### config.mk
export PLATFORM = sky130hd
export DESIGN_NAME = game_round_ctrl
export DESIGN_NICKNAME = d
export VERILOG_FILES = /design/src/rtl/game_round_ctrl.sv
export SDC_FILE = /design/constraint.sdc
export NUM_CORES = 1
export LEC_CHECK = 0
export ABC_AREA = 1
export CAP_MARGIN = 10
export CORE_MARGIN = 5
export CORE_UTILIZATION = 40
export CTS_CLUSTER_DIAMETER = 30
export CTS_CLUSTER_SIZE = 10
export DETAILED_ROUTE_END_ITERATION = 6
export HOLD_SLACK_MARGIN = 0.08
export PLACE_DENSITY = 0.59
export SETUP_SLACK_MARGIN = 0.15
export SKIP_CTS_REPAIR_TIMING = 1
export SLEW_MARGIN = 20
export SYNTH_ARGS = -nofsm -noshare
export SYNTH_HDL_FRONTEND = slang
export SYNTH_SLANG_ARGS = --single-unit
### constraint.sdc
create_clock -name clk -period 3.1 [get_ports clk]
set_clock_uncertainty 0.05 [all_clocks]
set_input_delay 0.31 -clock clk [delete_from_list [all_inputs] [get_ports clk]]
set_output_delay 0.31 -clock clk [all_outputs]
set_load 0.005 [all_outputs]
### src/rtl/game_round_ctrl.sv
// Purpose : round sequencer for the 4x4 whack-a-target game (spawn, hit/timeout, boom, gap, score keeping).
// Latency : every output is registered; a decision taken at an edge is visible right after that edge.
// Backpres: none; hit_valid is a one-cycle strobe, finish_boom is sampled every cycle while animating.
//
// Ports:
//   clk          system clock
//   rst_n        synchronous active-low reset, overrides every other input
//   start        level, starts a new game from IDLE or DONE
//   hit_valid    one-cycle strobe, player pressed hit_pos = {row[1:0], col[1:0]}
//   finish_boom  display controller reports the explosion animation is complete
//   disp_en, disp_pos, disp_color, show_boom   to the point-matrix display controller
//   score, miss_cnt, round_cnt, game_over      game status
module game_round_ctrl #(
  parameter int         TIMEOUT_CYC = 1_000_000,
  parameter int         GAP_CYC     = 250_000,
  parameter int         ROUNDS      = 10,
  parameter logic [7:0] LFSR_SEED   = 8'hA5
) (
  input  logic       clk,
  input  logic       rst_n,
  input  logic       start,
  input  logic       hit_valid,
  input  logic [3:0] hit_pos,
  input  logic       finish_boom,
  output logic       disp_en,
  output logic [3:0] disp_pos,
  output logic [1:0] disp_color,
  output logic       show_boom,
  output logic [6:0] score,
  output logic [6:0] miss_cnt,
  output logic [6:0] round_cnt,
  output logic       game_over
);

  // One shared down-counter serves both the target timeout and the inter-round gap.
  localparam int TMAX = (TIMEOUT_CYC > GAP_CYC) ? TIMEOUT_CYC : GAP_CYC;
  localparam int TW   = $clog2(TMAX) + 1;

  localparam logic [TW-1:0] TO_LOAD  = TW'(TIMEOUT_CYC - 1);
  localparam logic [TW-1:0] GAP_LOAD = TW'(GAP_CYC - 1);
  localparam logic [6:0]    ROUNDS_L = 7'(ROUNDS);

  typedef enum logic [2:0] {
    S_IDLE,
    S_SPAWN,
    S_WAIT,
    S_BOOM,
    S_GAP,
    S_DONE
  } state_t;

  state_t        state, state_nxt;
  logic [7:0]    lfsr;
  logic          lfsr_fb;
  logic [TW-1:0] timer, timer_nxt;
  logic [3:0]    pos_nxt;
  logic [1:0]    color_nxt;
  logic [6:0]    score_nxt, miss_nxt, round_nxt;
  logic [6:0]    round_inc;
  logic [1:0]    miss_inc;
  logic [7:0]    miss_sum;
  logic          hit_ok;

  // x^8 + x^6 + x^5 + x^4 + 1, shifting toward the MSB.
  assign lfsr_fb = lfsr[7] ^ lfsr[5] ^ lfsr[4] ^ lfsr[3];

  always_comb begin
    state_nxt = state;
    timer_nxt = timer;
    pos_nxt   = disp_pos;
    color_nxt = disp_color;
    score_nxt = score;
    miss_nxt  = miss_cnt;
    round_nxt = round_cnt;
    round_inc = round_cnt + 7'd1;
    miss_inc  = 2'd0;
    miss_sum  = 8'd0;
    hit_ok    = hit_valid && (hit_pos == disp_pos);

    case (state)
      S_IDLE, S_DONE: begin
        if (start) begin
          score_nxt = 7'd0;
          miss_nxt  = 7'd0;
          round_nxt = 7'd0;
          state_nxt = S_SPAWN;
        end
      end

      S_SPAWN: begin
        // Never light the same cell twice in a row within a game.
        if ((round_cnt != 7'd0) && (lfsr[3:0] == disp_pos)) begin
          pos_nxt = lfsr[3:0] + 4'd1;
        end else begin
          pos_nxt = lfsr[3:0];
        end
        // Colour 00 means "off" on the display, so remap it.
        color_nxt = (lfsr[5:4] == 2'b00) ? 2'b01 : lfsr[5:4];
        timer_nxt = TO_LOAD;
        state_nxt = S_WAIT;
      end

      S_WAIT: begin
        timer_nxt = timer - TW'(1);
        if (hit_ok) begin
          // A correct hit beats a simultaneous timeout.
          score_nxt = (score < ROUNDS_L) ? score + 7'd1 : score;
          state_nxt = S_BOOM;
        end else begin
          if (hit_valid) begin
            miss_inc = miss_inc + 2'd1;
          end
          if (timer == '0) begin
            miss_inc  = miss_inc + 2'd1;
            timer_nxt = GAP_LOAD;
            state_nxt = S_GAP;
          end
        end
      end

      S_BOOM: begin
        if (finish_boom) begin
          timer_nxt = GAP_LOAD;
          state_nxt = S_GAP;
        end
      end

      S_GAP: begin
        if (timer == '0) begin
          round_nxt = round_inc;
          state_nxt = (round_inc == ROUNDS_L) ? S_DONE : S_SPAWN;
        end else begin
          timer_nxt = timer - TW'(1);
        end
      end

      default: state_nxt = S_IDLE;
    endcase

    if (miss_inc != 2'd0) begin
      miss_sum = {1'b0, miss_cnt} + {6'd0, miss_inc};
      miss_nxt = (miss_sum > 8'd127) ? 7'd127 : miss_sum[6:0];
    end
  end

  always_ff @(posedge clk) begin
    if (!rst_n) begin
      state      <= S_IDLE;
      lfsr       <= LFSR_SEED;
      timer      <= '0;
      disp_en    <= 1'b0;
      disp_pos   <= 4'd0;
      disp_color <= 2'd0;
      show_boom  <= 1'b0;
      score      <= 7'd0;
      miss_cnt   <= 7'd0;
      round_cnt  <= 7'd0;
      game_over  <= 1'b0;
    end else begin
      state      <= state_nxt;
      lfsr       <= {lfsr[6:0], lfsr_fb};
      timer      <= timer_nxt;
      disp_pos   <= pos_nxt;
      disp_color <= color_nxt;
      score      <= score_nxt;
      miss_cnt   <= miss_nxt;
      round_cnt  <= round_nxt;
      // Status outputs are decoded from the next state so they track the state register exactly.
      disp_en    <= (state_nxt == S_WAIT) || (state_nxt == S_BOOM);
      show_boom  <= (state_nxt == S_BOOM);
      game_over  <= (state_nxt == S_DONE);
    end
  end

endmodule

==> impl_metrics.yaml <==
synthesis:
  synth.cell_area_um2: 3630
  synthCells: 539
  synth-async-reset-ratio: 0
  synth_nets: 558
  synth_edf_count: 0
  ys_warn_count: 0
  synthTopCellsByArea: "dfxtp_1 (34%), nand2_1 (12%), inv_1 (7.5%)"
  synth.most_common_cell: "nand2_1"
  synth_top_area_share: 0.342
  yosys.cell_types.count: 38
  synth_ff_type: "dfxtp_1"
  ys_top_cells_by_count: "nand2_1 (116), inv_1 (72), nor2_1 (72), dfxtp_1 (62), a21oi_1 (40)"
  yosysSeqAreaShare: 0.342
  avgSynthCellArea_um2: 6.73
  yosysTopAreaCell: "dfxtp_1"
  ys_seq_elements: 62
die:
  num_rows: 34
  die-area_um2: 11100
  core_um2: 8760
  initial_core_util: 0.414
  die_w_um: 105
  die_h_um: 105
  io_pins: 39
worst_setup_path:
  crit_arrival_ns: 2.85
  crit_type: "in -> reg"
  start_kind: "input port"
  cp_top_family: "simple AND/OR/NAND/NOR gates"
  cp_slowest_stage_delay_ns: 0.53
  cp_max_fo: 4
  path_cells: "clkdlybuf4s50_1 > inv_1 > nor2_1 > nand4_1 > nand2_1 > inv_1 > o21ai_2 > a21oi_1 > ha_1 > fa_1 > nand2_1 > inv_1 > nand4_1 > or2_2 > nand3_1 > nand2_1 > a21oi_1"
  slowest_stage: "clkdlybuf4s50_1"
  crit_path_end_kind: "register"
  worstPathRequired_ns: 3.25
  crit_buf_inv: 4
placed_design:
  io_buffers: 38
  gp_congestion: 0.860
  hpwl_um: 6360
cts:
  clkLatencyLatePin_ns: 0.34
  cts_buffer_depth: 2
  cts.sinks: 62
  clk_pin_slew_worst_paths_ns: 0.07
  ctsRootBufferMaster: "clkbuf_8"
  htreeDepth: 3
  cts_tree: "built"
  numCtsBuffers: 9
timing:
  period_needed_ns: 2.70
  fmax_ghz: 0.370
  maxSlewHeadroom: 0.491
  fin_tns_setup_ns: 0
  fin_hold_ws_ns: 0.368
  rsz0062_at_grt: "yes"
  fin_crit_sh: 0.872
  worst_slew_pin_slew_ns: 0.762
  hold_violations: 0
  finalMaxSlewViolations: 0
  setup-violations-final: 0
power:
  power.total_mw: 2.61
  powerDensity_nw_per_um2: 600
  p_leak_nw: 2.02
  ir_drop_v: 0.000232
detailed_routing:
  routedWlPerCell_um: 12.4
  viasPerCell: 4.85
  wl_um: 8640
  route.detailed.drc: 0
  vias: 3379
  first_iter_violations: 158
  antenna_left: 0
  first_pass_iters: 4
min_path:
  hp-class: "reg -> reg"
status:
  status: "finished clean"
finish:
  diodes: 0
  final_layout_size_suffix_gt1_frac: 0.102
  nFillCells: 881
  synthToLayoutAreaGrowth_pct: 19.9
  fin_nets: 602
global_route:
  grt_overflow_total: 0
  grt_pass1_vias: 3101
  grt_pass1_wl_um: 14800
  grt_max_degree: 31
  grtUsageTotal: 0.160
  antenna_found_initial: 0
run:
  cap_violations: 0
[per-stage QoR]
| step | util | area, um^2 | cells | worst slack [ns] |
|---|---|---|---|---|
| floorplan | - | 3630 | 539 | 0.705 |
| global placement | 0.470 | 4120 | 680 | 0.102 |
| detailed placement | 0.470 | 4120 | 680 | 0.0617 |
| CTS | 0.496 | 4340 | 696 | 0.306 |
| global route | 0.496 | 4350 | 696 | 0.136 |
| finish | 0.496 | 4350 | 696 | 0.398 |
[area by class of cell]
| type | instances | area, um^2 | share of cell area |
|---|---|---|---|
| Clock buffer | 10 | 138 | 0.0316 |
| Clock inverter | 6 | 85.1 | 0.0196 |
| Inverter | 78 | 298 | 0.0684 |
| Multi-Input combinational cell | 391 | 2050 | 0.471 |
| Sequential cell | 62 | 1240 | 0.285 |
| Tap cell | 108 | 135 | 0.0311 |
| Timing Repair Buffer | 41 | 403 | 0.0926 |
[routing by layer]
metal / vias to the layer above / part of all wire / global-route usage
met1: 1505 / 0.49 / 0.215
li1: 1805 / - / -
met5: - / 0 / 0
met4: 0 / 0.015 / 0.0521
met2: 57 / 0.46 / 0.256
met3: 12 / 0.039 / 0.0342
[flip-flops by register name, indices dropped and copies added, names as in the netlist, 2 cells and up]
signal and cells:
score 7, miss_cnt 7, round_cnt 7, timer 21
state 3, disp_color 2, lfsr 8, disp_pos 4
[placed cells by master, fill, tap and decap left out, types with 5 or more instances in the layout]
cell type / netlist / final
nor2_2: 6 / 7
o21bai_1: 5 / 5
ha_1: 9 / 9
nor2_4: 5 / 5
nand2_1: 116 / 116
clkbuf_8: 0 / 10
nand4_1: 7 / 7
xnor2_1: 8 / 8
nor2_1: 72 / 71
a21oi_1: 40 / 40
dfxtp_1: 62 / 62
nor3_1: 8 / 8
nand3_1: 39 / 38
nand2_2: 7 / 7
clkdlybuf4s50_1: 0 / 38
xor2_1: 11 / 11
inv_1: 72 / 71
o21ai_1: 12 / 12
inv_2: 5 / 6
o21ai_0: 23 / 23
[power by group]
part / internal (mW) / switching, mW / total (mW)
clock: 0.472 / 0.332 / 0.803
sequential: 0.879 / 0.0918 / 0.971
combinational: 0.312 / 0.523 / 0.834
[path summary, 6_finish.rpt]
kind | startpoint | cells after the start | slack (ns) | to
max | hit_valid | 17 | 0.40 | miss_cnt[6]
min | lfsr[6] | 1 | 0.37 | lfsr[7]
max reg2reg | timer[0] | 16 | 0.40 | miss_cnt[2]
min reg2reg | lfsr[6] | 1 | 0.37 | lfsr[7]
[worst reg2reg max path: stages (launching register included)]
cell      delay [ns]
dfxtp_1         0.31
inv_1           0.13
ha_1            0.20
nand3b_1        0.17
nor2_1          0.13
nand2_1         0.06
nor2_1          0.13
nand3_2         0.15
nor2_2          0.19
ha_1            0.26
nand3_1         0.08
nand2_1         0.09
nand3_1         0.10
nand3b_1        0.24
o21ai_0         0.13
nand2_1         0.08
a21oi_1         0.06
[cell families (layout without fill, tap and decap cells)]
logic type / Yosys count / after routing / share of synthesized area
AND/OR/NAND/NOR: 277 / 277 / 0.355
buffers and inverters: 86 / 135 / 0.0945
AO/OA/AOI/OAI: 85 / 85 / 0.126
flip-flops: 62 / 62 / 0.342
XOR/XNOR: 19 / 19 / 0.0459
adder cells (fa/ha/maj): 10 / 10 / 0.0366
Power figures use the tool's default switching activity.
